<file path="src/rtl/key_cond_pkg.sv">
// rtl/key_cond_pkg.sv - shared types and defaults for the key debounce conditioner
package key_cond_pkg;

  typedef enum logic [1:0] {
    RELEASED     = 2'd0,
    PRESS_WAIT   = 2'd1,
    PRESSED      = 2'd2,
    RELEASE_WAIT = 2'd3
  } key_state_t;

  // 20 ms at 50 MHz
  localparam int DEBOUNCE_CYCLES_DEFAULT = 1_000_000;
  localparam int SYNC_STAGES_DEFAULT     = 2;

  // Width that holds 0..debounce_cycles without wrapping
  function automatic int cnt_width(input int debounce_cycles);
    return (debounce_cycles < 1) ? 1 : $clog2(debounce_cycles + 1);
  endfunction

endpackage

</file>
<file path="src/rtl/key_debounce_channel.sv">
// rtl/key_debounce_channel.sv - one key: synchronizer, debounce FSM and qualification counter
module key_debounce_channel
  import key_cond_pkg::*;
#(
  parameter int DEBOUNCE_CYCLES = DEBOUNCE_CYCLES_DEFAULT,
  parameter int SYNC_STAGES     = SYNC_STAGES_DEFAULT
) (
  input  logic clk,
  input  logic reset,
  input  logic key_n,
  output logic key_level,
  output logic key_press,
  output logic key_release
);

  localparam int CW = cnt_width(DEBOUNCE_CYCLES);
  localparam logic [CW-1:0] CNT_LAST = CW'(DEBOUNCE_CYCLES - 1);

  logic [SYNC_STAGES-1:0] sync;
  logic                   key_s;
  key_state_t             state;
  logic [CW-1:0]          cnt;

  // FSM only ever looks at the last synchronizer stage
  assign key_s = sync[SYNC_STAGES-1];

  always_ff @(posedge clk) begin
    if (reset) begin
      sync        <= '1;
      state       <= RELEASED;
      cnt         <= '0;
      key_level   <= 1'b0;
      key_press   <= 1'b0;
      key_release <= 1'b0;
    end else begin
      sync        <= {sync[SYNC_STAGES-2:0], key_n};
      key_press   <= 1'b0;
      key_release <= 1'b0;
      case (state)
        RELEASED: begin
          if (!key_s) begin
            state <= PRESS_WAIT;
            cnt   <= '0;
          end
        end
        PRESS_WAIT: begin
          if (key_s) begin
            state <= RELEASED;
            cnt   <= '0;
          end else if (cnt == CNT_LAST) begin
            state     <= PRESSED;
            cnt       <= '0;
            key_level <= 1'b1;
            key_press <= 1'b1;
          end else begin
            cnt <= cnt + 1'b1;
          end
        end
        PRESSED: begin
          if (key_s) begin
            state <= RELEASE_WAIT;
            cnt   <= '0;
          end
        end
        RELEASE_WAIT: begin
          if (!key_s) begin
            state <= PRESSED;
            cnt   <= '0;
          end else if (cnt == CNT_LAST) begin
            state       <= RELEASED;
            cnt         <= '0;
            key_level   <= 1'b0;
            key_release <= 1'b1;
          end else begin
            cnt <= cnt + 1'b1;
          end
        end
        default: begin
          state <= RELEASED;
          cnt   <= '0;
        end
      endcase
    end
  end

endmodule

</file>
<file path="src/rtl/key_debounce_conditioner.sv">
// rtl/key_debounce_conditioner.sv - N independent debounced key channels with press/release strobes
module key_debounce_conditioner
  import key_cond_pkg::*;
#(
  parameter int N_KEYS          = 2,
  parameter int DEBOUNCE_CYCLES = DEBOUNCE_CYCLES_DEFAULT,
  parameter int SYNC_STAGES     = SYNC_STAGES_DEFAULT
) (
  input  logic              clk,
  input  logic              reset,
  input  logic [N_KEYS-1:0] key_n,
  output logic [N_KEYS-1:0] key_level,
  output logic [N_KEYS-1:0] key_press,
  output logic [N_KEYS-1:0] key_release
);

  for (genvar i = 0; i < N_KEYS; i++) begin : g_ch
    key_debounce_channel #(
      .DEBOUNCE_CYCLES(DEBOUNCE_CYCLES),
      .SYNC_STAGES    (SYNC_STAGES)
    ) u_ch (
      .clk        (clk),
      .reset      (reset),
      .key_n      (key_n[i]),
      .key_level  (key_level[i]),
      .key_press  (key_press[i]),
      .key_release(key_release[i])
    );
  end

endmodule
</file>
<file path="config.mk">
export PLATFORM = sky130hd
export DESIGN_NAME = key_debounce_conditioner
export DESIGN_NICKNAME = d
export VERILOG_FILES = /design/src/rtl/key_cond_pkg.sv /design/src/rtl/key_debounce_channel.sv /design/src/rtl/key_debounce_conditioner.sv
export SDC_FILE = /design/constraint.sdc
export NUM_CORES = 1
export LEC_CHECK = 0
export CAP_MARGIN = 20
export CELL_PAD_IN_SITES_DETAIL_PLACEMENT = 0
export CELL_PAD_IN_SITES_GLOBAL_PLACEMENT = 1
export CORE_ASPECT_RATIO = 1.1
export CORE_MARGIN = 3
export CORE_UTILIZATION = 30
export CTS_CLUSTER_DIAMETER = 200
export CTS_CLUSTER_SIZE = 8
export DETAILED_ROUTE_END_ITERATION = 10
export GPL_TIMING_DRIVEN = 0
export HOLD_SLACK_MARGIN = 0.12
export PLACE_DENSITY_LB_ADDON = 0.1
export SYNTH_ARGS = -nofsm -noshare
export SYNTH_HDL_FRONTEND = slang
export SYNTH_SLANG_ARGS = --single-unit
</file>
<file path="constraint.sdc">
create_clock -name clk -period 2.3 [get_ports clk]
set_input_delay 0.69 -clock clk [delete_from_list [all_inputs] [get_ports clk]]
set_output_delay 0.69 -clock clk [all_outputs]
set_load 0.02 [all_outputs]
</file>
; ---- Word-level counts from Yosys, hierarchy flattened
; Cells that the tools add are included.
[totals]
wordCells = 96
in_bits = 4
register_bits = 54
output_inout_bits = 6
[op_classes]
n_bitwise = 6
n_reduce_logical = 14
muxes = 38
eq_ne = 24
n_addsub = 2
[op_table]
columns = op, n
row1 = $mux W20, 10
row2 = $pmux W20 S4, 2
row3 = $add A20 B1 Y20 const B, 2
row4 = $eq A20 B20 Y1 const B, 2
row5 = $mux W2, 12
row6 = $ne A2 B1 Y1 const B, 8
row7 = $pmux W2 S4, 2
row8 = $reduce_or A3 Y1, 4
row9 = $mux W1, 10
row10 = $reduce_and A5 Y1, 2
row11 = $eq A2 B2 Y1 const B, 4
row12 = $ne A2 B2 Y1 const B, 4
row13 = $reduce_and A4 Y1, 2
row14 = $ne A3 B1 Y1 const B, 2
row15 = $ne A3 B3 Y1 const B, 2
row16 = $not A1 Y1, 6
row17 = $eq A2 B1 Y1 const B, 2
row18 = $logic_not A2 Y1, 2
row19 = $pmux W1 S2, 2
row20 = $reduce_and A2 Y1, 2
row21 = $reduce_bool A2 Y1, 2

; ---- Longest topological paths before layout
; Gate-level depths: netlist of the first run.
[depth]
ltp_word = 4
ltp_mapped = 7
ltp_nobuf = 6

; ---- Cells and area by module
; From an unflattened synthesis of the first run, not the netlist that was laid out.
[unflattened]
hier_cells = 292
hier_area_um2 = 2650.0
[by_module_without_submodules]
columns = module, area_per_inst_um2, seq_area_each_um2, n_inst, cells_per_inst
row1 = key_debounce_channel at g_ch[0].u_ch, 1331.3, 540.5, 1, 141
row2 = key_debounce_channel at g_ch[1].u_ch, 1318.8, 540.5, 1, 151

; ---- Worst setup path after synthesis of the first run
; No wires, ideal clock.
[synth_path]
path_kind = register to register
start = register g_ch[0].u_ch.cnt[11]
end = register g_ch[0].u_ch.cnt[7]
setup_slack_ps = 285
period_less_slack_ps = 2015
arrival_ps = 1899
setup_ps = 117
t_required_ps = 2183
path_stages_with_launch = 7
n_path_buf = 1
path_cell_list = dfxtp_1 or4b_1 nor4_4 a211oi_2 buf_4 a21o_1 a22o_1
[synth_via]
elab_chain_len = 4
elab_cells_between_ends = 5
cone_classes = eq/ne: 1 / mux: 4
[synth_rtl]
columns = element, line
row1 = "start, declared", key_debounce_channel.sv:22  ; logic [CW-1:0] cnt;
row2 = "start signal, assigned", key_debounce_channel.sv:56  ; cnt <= cnt + 1'b1;
row3 = "start signal, assigned", key_debounce_channel.sv:75  ; cnt <= cnt + 1'b1;
row4 = $eq A20 B20 Y1 (*), "key_debounce_channel.sv:50, key_debounce_channel.sv:69"
row5 = $mux W20 (*), "key_debounce_channel.sv:50, key_debounce_channel.sv:69"
row6 = "$mux W20, on equally long branches", "key_debounce_channel.sv:66, key_debounce_channel.sv:47"
row7 = $pmux W20 S4 (*), key_debounce_channel.sv:39  ; case (state)
; Mark *: on every way between the ends. The rest lies on a longest branch, timed or not.
; A chain may end at the register's enable or synchronous reset.

; ---- Final worst setup path of the first run
[layout_path]
start = register g_ch[0].u_ch.cnt[11]
end = register g_ch[0].u_ch.cnt[17]
[layout_via]
elab_chain_len = 4
elab_cells_between_ends = 6
cone_classes = add/sub: 1 / eq/ne: 1 / mux: 4
[layout_rtl]
columns = element, line
row1 = $add A20 B1 Y20 or $eq A20 B20 Y1 (tied branches), --
row2 = $mux W20 (*), "key_debounce_channel.sv:50, key_debounce_channel.sv:69"
row3 = "$mux W20, on equally long branches", "key_debounce_channel.sv:66, key_debounce_channel.sv:47"
row4 = $pmux W20 S4 (*), key_debounce_channel.sv:39
; Marks and branches as above.

==> metrics.md, run 1 <==
| Metric | Value |
|---|---|
| Wire per inst | 14.09 um |
| Actual slew at the worst max-slew pin | between 600 and 700 ps |
| Final min period | ~2200 ps |
| Die width | 94.87 um |
| Clock Sinks | 54 |
| Predominant post-synthesis flop cell | dfxtp_1 |
| Reg clk slew, reported paths | 100 ps |
| Crit Path Category | reg -> reg |
| CTS Root Cell | clkbuf_8 |
| Crit path max-delay family | simple AND/OR/NAND/NOR gates |
| Maximum VDD drop | 0.2226 mV |
| Hold WC Path Type | reg -> reg |
| Starting Density | 0.3100 |
| Final clock period utilization by the worst path | 0.9507 |
| Via count | 2246 |
| Max incr delay on CP | ~590 ps |
| Initial antenna violation count | 0 |
| Number of buffers added on ports | 9 |
| Post-synthesis cell count | 310 |
| RSZ-0062 raised after global routing | false |
| Leak pwr | 1.117 nW |
| Post-synth EDFFs | 0 |
| # diodes | 0 |
| Startpoint types | flip-flop |
| CTS tree | built |
| Fraction of registers with async set/reset | 0 |
| Top-level I/O count | 10 |
| Worst r2r dst | g_ch[0].u_ch.cnt[17] |
| Share of layout cells above drive strength 1 | 0.1091 |
| Global route overflow | 0 |
| Sequential fraction of the synthesis area | 0.4148 |
| Seq cells post-synth | 54 |
| CP Buf/Inv Count | 1 |
| DRC violations left | 0 |
| CP endpoint kind | flip-flop |
| Synth-to-Final Area Change | 15.75% |
| CP Data Required Time | 2500 ps |
| First-pass GRT wire length | ~11 mm |
| Clock Skews | 17.82 ps |
| Critical Path Start | g_ch[0].u_ch.cnt[11] |
| # H-tree levels | 2 |
| Commonest non-fill, non-tap cell in the layout | dfxtp_1 |
| Final GP Congestion | 0.7636 |
| Crit-path slowest cell | or4b_1 |
| Initial drt markers | between 50 and 60 |
| Site Rows | 35 |
| Status | complete, no violations |
| Max-Cap Viols | 0 |
| Largest net degree at the start of global routing | 18 |
| Achievable clock frequency | approximately 460 MHz |
| Die height | 103.8 um |
| Final Hold Viols | 0 |
| DR pass1 iterations | 4 |
| Ys Warns | 0 |
| Post-route ant nets | 0 |
| Max-slew headroom | 0.5684 |
| Arr. time, crit path | 2390 ps |
| Pwr dens | between 500 and 600 nW/um2 |
| Post-Synthesis Cell Area | roughly 2600 um2 |
| Tot Pwr | 1.695 mW |
| Clock insertion delay at the later pin of the skew report | 320 ps |
| Worst setup path endpoint | g_ch[0].u_ch.cnt[17] |
| Vias per cell | 5.093 |
| Cts bufs inserted | 5 |
| Critical-path cell list | or4b_1 -> nor4_4 -> a211oi_4 -> buf_4 -> a221o_1 |
| Core Footprint | around 8400 um2 |
| Vias in the first global route | 2164 |
| Syn Nets | 316 |
| DP Worst Slack | -549.8 ps |
| Post-Layout Cell Count | 441 |
| Layout Nets | 335 |
| Reg-to-reg startpoint | g_ch[0].u_ch.cnt[11] |
| Reg2Reg Setup Slack | 110 ps |
| Setup WS post-layout | 113.3 ps |
| Total global-route track usage | 0.1354 |
| Final Setup Violations | 0 |
| Slew Viols, Final | 0 |
| Critical-path maximum fanout | 10 |
| DP HPWL | 4.497 mm |
| WL final | 6.213 mm |
| Crit. path cell count | 5 |
| DIE AREA | 9843 um2 |
| Placed cells | 430 |
| Most frequent cells in the layout | dfxtp_1, nand2_1, nor2_1 |
| Syn_area_per_cell | between 8 and 9 um2 |
| Clock tree buffer depth | 2 |
| Netlist cell types | 46 |
| Hold-fix buffers, CTS | 0 |
| Worst R2R Path Depth | 5 |
[where the power goes]
part	internal (mW)	total, mW	switching [mW]
Clock	0.327	0.662	0.335
Combinational	0.0338	0.0803	0.0466
Sequential	0.944	0.952	0.00816
Total	1.31	1.69	0.389
[registers in the layout (all words and copies together), names as in the netlist, named ones only]
signal / cells
g_ch.u_ch.key_level: 2
g_ch.u_ch.key_release: 2
g_ch.u_ch.key_press: 2
g_ch.u_ch.sync: 4
g_ch.u_ch.cnt: 40
g_ch.u_ch.state: 2
[metal layers]
layer,wire (um),share of wire,track usage,vias to the layer above
met1,2937,0.47,0.1743,1037
met5,0,0,0,-
li1,-,-,-,1183
met4,72,0.012,0.03402,0
met2,3076,0.50,0.2307,20
met3,126,0.020,0.02397,6
[worst reg2reg max path, stage by stage, from the launching register on]
cell and delay (ps):
dfxtp_1 350, or4b_1 590, nor4_4 420, a211oi_4 170, buf_4 220, a221o_1 320
[what timing repair did]
item                                    in CTS  in global routing
pin swaps                                    0                  3
setup buffers                                0                  3
endpoints found under the setup margin      25                 33
cloned                                       0                  0
gates resized for setup                      6                  8
[synthesized netlist by cell type (2+ instances only)]
master,n,share of area
a21o_1,8,0.023
a21oi_1,22,0.042
a221o_1,2,0.0077
a22o_1,4,0.013
a22oi_1,2,0.0058
a31oi_1,13,0.031
a32oi_1,2,0.0067
and3_1,13,0.031
and4_1,3,0.010
buf_4,7,0.020
clkbuf_1,7,0.010
dfxtp_1,54,0.41
ha_1,2,0.0096
inv_1,8,0.012
mux2i_1,8,0.031
nand2_1,30,0.043
nand2b_1,6,0.014
nand3_1,22,0.042
nand4_1,10,0.024
nor2_1,25,0.036
nor3_1,9,0.017
nor4_1,7,0.017
o211ai_1,4,0.012
o21ai_0,11,0.021
or2_2,5,0.012
or3_1,2,0.0048
xnor2_1,4,0.013
xor2_1,2,0.0067
[stage by stage]
stage | TNS, ps | cell area (um2) | util | hold WS, ps
2_1_floorplan | 0 | 2606 | - | 389.5
3_3_place_gp | -16080 | 2835 | 0.3372 | 392.0
3_5_place_dp | -13750 | 2835 | 0.3372 | 398.4
4_1_cts | 0 | 2979 | 0.3543 | 422.5
5_1_grt | 0 | 3017 | 0.3588 | 430.2
6_report | 0 | 3017 | 0.3588 | 418.5
[worst min-delay path by stage]
stage	startpoint	endpoint	slack [ps]	cells after the start
finish	g_ch[0].u_ch.sync[0]	g_ch[0].u_ch.sync[1]	420	1
global route	g_ch[0].u_ch.sync[0]	g_ch[0].u_ch.sync[1]	430	1
CTS	g_ch[1].u_ch.sync[0]	g_ch[1].u_ch.sync[1]	420	1
detailed placement	g_ch[1].u_ch.sync[0]	g_ch[1].u_ch.sync[1]	400	1
global placement	g_ch[0].u_ch.sync[0]	g_ch[0].u_ch.sync[1]	390	1
floorplan	g_ch[0].u_ch.sync[0]	g_ch[0].u_ch.sync[1]	390	1
[cells by family after synthesis]
kind of cell	Yosys count	share of synthesized area
AOI/OAI and AO/OA	76	0.1916
xor gates and xnor gates	6	0.02016
adders and majority gates	2	0.009600
and+or+nand+nor	142	0.2914
DFF	54	0.4148
buffers and inverters	22	0.04177
muxes	8	0.03073
[area by class of cell]
cell class	instances	area, um2
Clock buffer	5	68.82
Buffer	14	86.33
Fill cell	895	5391
Tap cell	111	138.9
Multi-Input combinational cell	234	1455
Sequential cell	54	1081
Inverter	8	30.03
Timing Repair Buffer	12	112.6
Clock inverter	3	43.79
No activity file was read; power rests on OpenSTA's default activity.
==> inputs of run 2 (changes only) <==
==> constraint.sdc (replaced) <==
create_clock -name clk -period 2.7 [get_ports clk]
set_input_delay 0.81 -clock clk [delete_from_list [all_inputs] [get_ports clk]]
set_output_delay 0.81 -clock clk [all_outputs]
set_load 0.02 [all_outputs]
==> run 2 against run 1 <==
Effect of this change:
- global-route usage about the same
- sequential power shrank 15%
- first-iteration DRC count decreased by 3.4%
- total power decreased by 15%
- critical path type is now in -> reg
- largest power group unchanged
==> metrics.md, run 2 (synthesis results as in run 1) <==
| Metric | Value |
|---|---|
| Most flops, register | g_ch.u_ch.cnt (unchanged) |
| Combinational share of power | 0.046 (was 0.047) |
| Starting Density | 0.3100 (unchanged) |
| # H-tree levels | 2 (unchanged) |
| Clock share of power | 0.390 (was 0.391) |
| Synth-to-Final Area Change | 13.54% (was 15.75%) |
| Critical-path maximum fanout | 10 (unchanged) |
| Switching Share | 0.2291 (was 0.2298) |
| Max-slew headroom | 0.5758 (was 0.5684) |
| Leak pwr | 1.064 nW (was 1.117 nW) |
| Sequential cell area | 1081 um2 (unchanged) |
| Clock tree buffer depth | 2 (unchanged) |
| Pint | 1.111 mW (was 1.305 mW) |
| CTS tree | built (unchanged) |
| CTS Root Cell | clkbuf_8 (unchanged) |
| Final min period | 2509 ps |
| Vias per cell | 5.148 (was 5.093) |
| Vias in the first global route | 2162 (was 2164) |
| Final clock period utilization by the worst path | 0.9294 |
| WL final | 6.201 mm (was 6.213 mm) |
| Most frequent cells in the layout | dfxtp_1, nand2_1, nor2_1 (unchanged) |
| DRC violations left | 0 (unchanged) |
| Startpoint types | input port (was flip-flop) |
| Tot Pwr | 1.441 mW (was 1.695 mW) |
| Commonest non-fill, non-tap cell in the layout | dfxtp_1 (unchanged) |
| Number of buffers added on ports | 9 (unchanged) |
| Seq pwr share | 0.563 (was 0.562) |
| RSZ-0062 raised after global routing | false (unchanged) |
| Setup TNS | 0 ps (unchanged) |
| Layout Nets | 332 (was 335) |
| Initial drt markers | 56 (was 58) |
| Clock Skews | 18.19 ps (was 17.82 ps) |
| Max-Cap Viols | 0 (unchanged) |
| Die height | 103.8 um (unchanged) |
| Crit Path Category | in -> reg (was reg -> reg) |
| Hold WC Path Type | reg -> reg (unchanged) |
| Placed Area | 2835 um2 (unchanged) |
| Global route overflow | 0 (unchanged) |
| Largest net degree at the start of global routing | 18 (unchanged) |
| Placed cells | 430 (unchanged) |
| Top flop regs | g_ch.u_ch.cnt: 40 flops, g_ch.u_ch.sync: 4 flops (unchanged) |
| DIE AREA | 9843 um2 (unchanged) |
| Core Footprint | 8408 um2 (unchanged) |
| DP HPWL | 4.497 mm (unchanged) |
| # diodes | 0 (unchanged) |
| Final instance area | 2959 um2 (was 3017 um2) |
| Post-route ant nets | 0 (unchanged) |
| Initial antenna violation count | 0 (unchanged) |
| Total global-route track usage | 0.1349 (was 0.1354) |
| Critical-path cell list | clkdlybuf4s50_1 -> a211oi_2 -> clkbuf_1 -> nand4_1 -> mux2i_1 (was or4b_1 -> nor4_4 -> a211oi_4 -> buf_4 -> a221o_1) |
| CP endpoint kind | flip-flop (unchanged) |
| Reg2Reg Setup Slack | 300 ps (was 110 ps) |
| Arr. time, crit path | 2750 ps (was 2390 ps) |
| Via count | 2255 (was 2246) |
| First-pass GRT wire length | 10.71 mm (was 10.74 mm) |
| Top-level I/O count | 10 (unchanged) |
| P_sw | 0.3302 mW (was 0.3894 mW) |
| Fillers | 898 (was 895) |
| Post-Layout Cell Count | 438 (was 441) |
| Final Setup Violations | 0 (unchanged) |
| Final GP Congestion | 0.7636 (unchanged) |
| Setup WS post-layout | 190.6 ps (was 113.3 ps) |
| Cts bufs inserted | 5 (unchanged) |
| Clock Sinks | 54 (unchanged) |
| Pwr dens | 487.0 nW/um2 (was 561.7 nW/um2) |
| Site Rows | 35 (unchanged) |
| Clock insertion delay at the later pin of the skew report | 320 ps (about the same) |
| Die width | 94.87 um (unchanged) |
| Footprint of the multi-input gates | 1428 um2 (was 1455 um2) |
| Final Hold Viols | 0 (unchanged) |
| Actual slew at the worst max-slew pin | 635.2 ps (was 641.5 ps) |
| Hold-fix buffers, CTS | 0 (unchanged) |
| CP Data Required Time | 2940 ps (was 2500 ps) |
| Slew Viols, Final | 0 (unchanged) |
| Max incr delay on CP | 600 ps (was 590 ps) |
| DR pass1 iterations | 4 (unchanged) |
| Achievable clock frequency | about 400 MHz |
| Status | complete, no violations (unchanged) |
| Share of layout cells above drive strength 1 | 0.07645 (was 0.1091) |
| Max reg flops | 40 (unchanged) |
| DP Worst Slack | -269.8 ps (was -549.8 ps) |
| Wire per inst | 14.16 um (was 14.09 um) |
| Reg clk slew, reported paths | 100 ps (about the same) |
| Maximum VDD drop | 0.1897 mV (was 0.2226 mV) |
| Crit-path slowest cell | clkdlybuf4s50_1 (was or4b_1) |
-- run 2: final timing paths --
kind | from | endpoint | depth (start not counted)
worst min-delay path | g_ch[0].u_ch.sync[0] | g_ch[0].u_ch.sync[1] | 1
worst max register to register | g_ch[1].u_ch.cnt[1] | g_ch[1].u_ch.cnt[18] | 7
worst min register to register | g_ch[0].u_ch.sync[0] | g_ch[0].u_ch.sync[1] | 1
worst max-delay path | reset | g_ch[0].u_ch.cnt[11] | 5
-- run 2: metrics by stage --
step / util / hold WS, ps
finish: 0.3519 / 418.1
global route: 0.3519 / 430.2
CTS: 0.3506 / 422.5
detailed placement: 0.3372 / 398.4
global placement: 0.3372 / 392.0
floorplan: - / 389.5
-- run 2: area by class of cell --
cell class                      count  share of cell area
Multi-Input combinational cell    234              0.4825
Sequential cell                    54              0.3653
Tap cell                          111             0.04693
Timing Repair Buffer                9             0.03044
Buffer                             14             0.02664
Clock buffer                        5             0.02326
Clock inverter                      3             0.01480
Inverter                            8             0.01015
-- run 2: worst max-delay path, delay by kind of cell --
family,cells,cell delay [ps]
multiplexers,1,140
AO/OA/AOI/OAI,1,590
buffers and inverters,2,1050
AND/OR/NAND/NOR,1,150
-- run 2: power by group through the flow --
stage / Combinational [mW] / Clock [mW] / Sequential [mW]
2_1_floorplan: 0.0436 / 0 / 0.828
3_3_place_gp: 0.0687 / 0 / 0.830
3_5_place_dp: 0.0688 / 0 / 0.830
4_1_cts: 0.0690 / 0.590 / 0.812
5_1_grt: 0.0761 / 0.612 / 0.813
6_report: 0.0670 / 0.563 / 0.811
-- run 2: timing repair --
item                                    CTS  global route
endpoints found under the setup margin    0             5
gates resized for setup                   0             1
setup buffers                             0             0
-- run 2: layer usage --
metal  global-route usage  routed length, um  vias up
met5                    0                  0        -
met4              0.03402                 72        0
met3              0.02397                130        6
met2               0.2307               3119       20
met1               0.1729               2879     1050
li1                     -                  -     1179
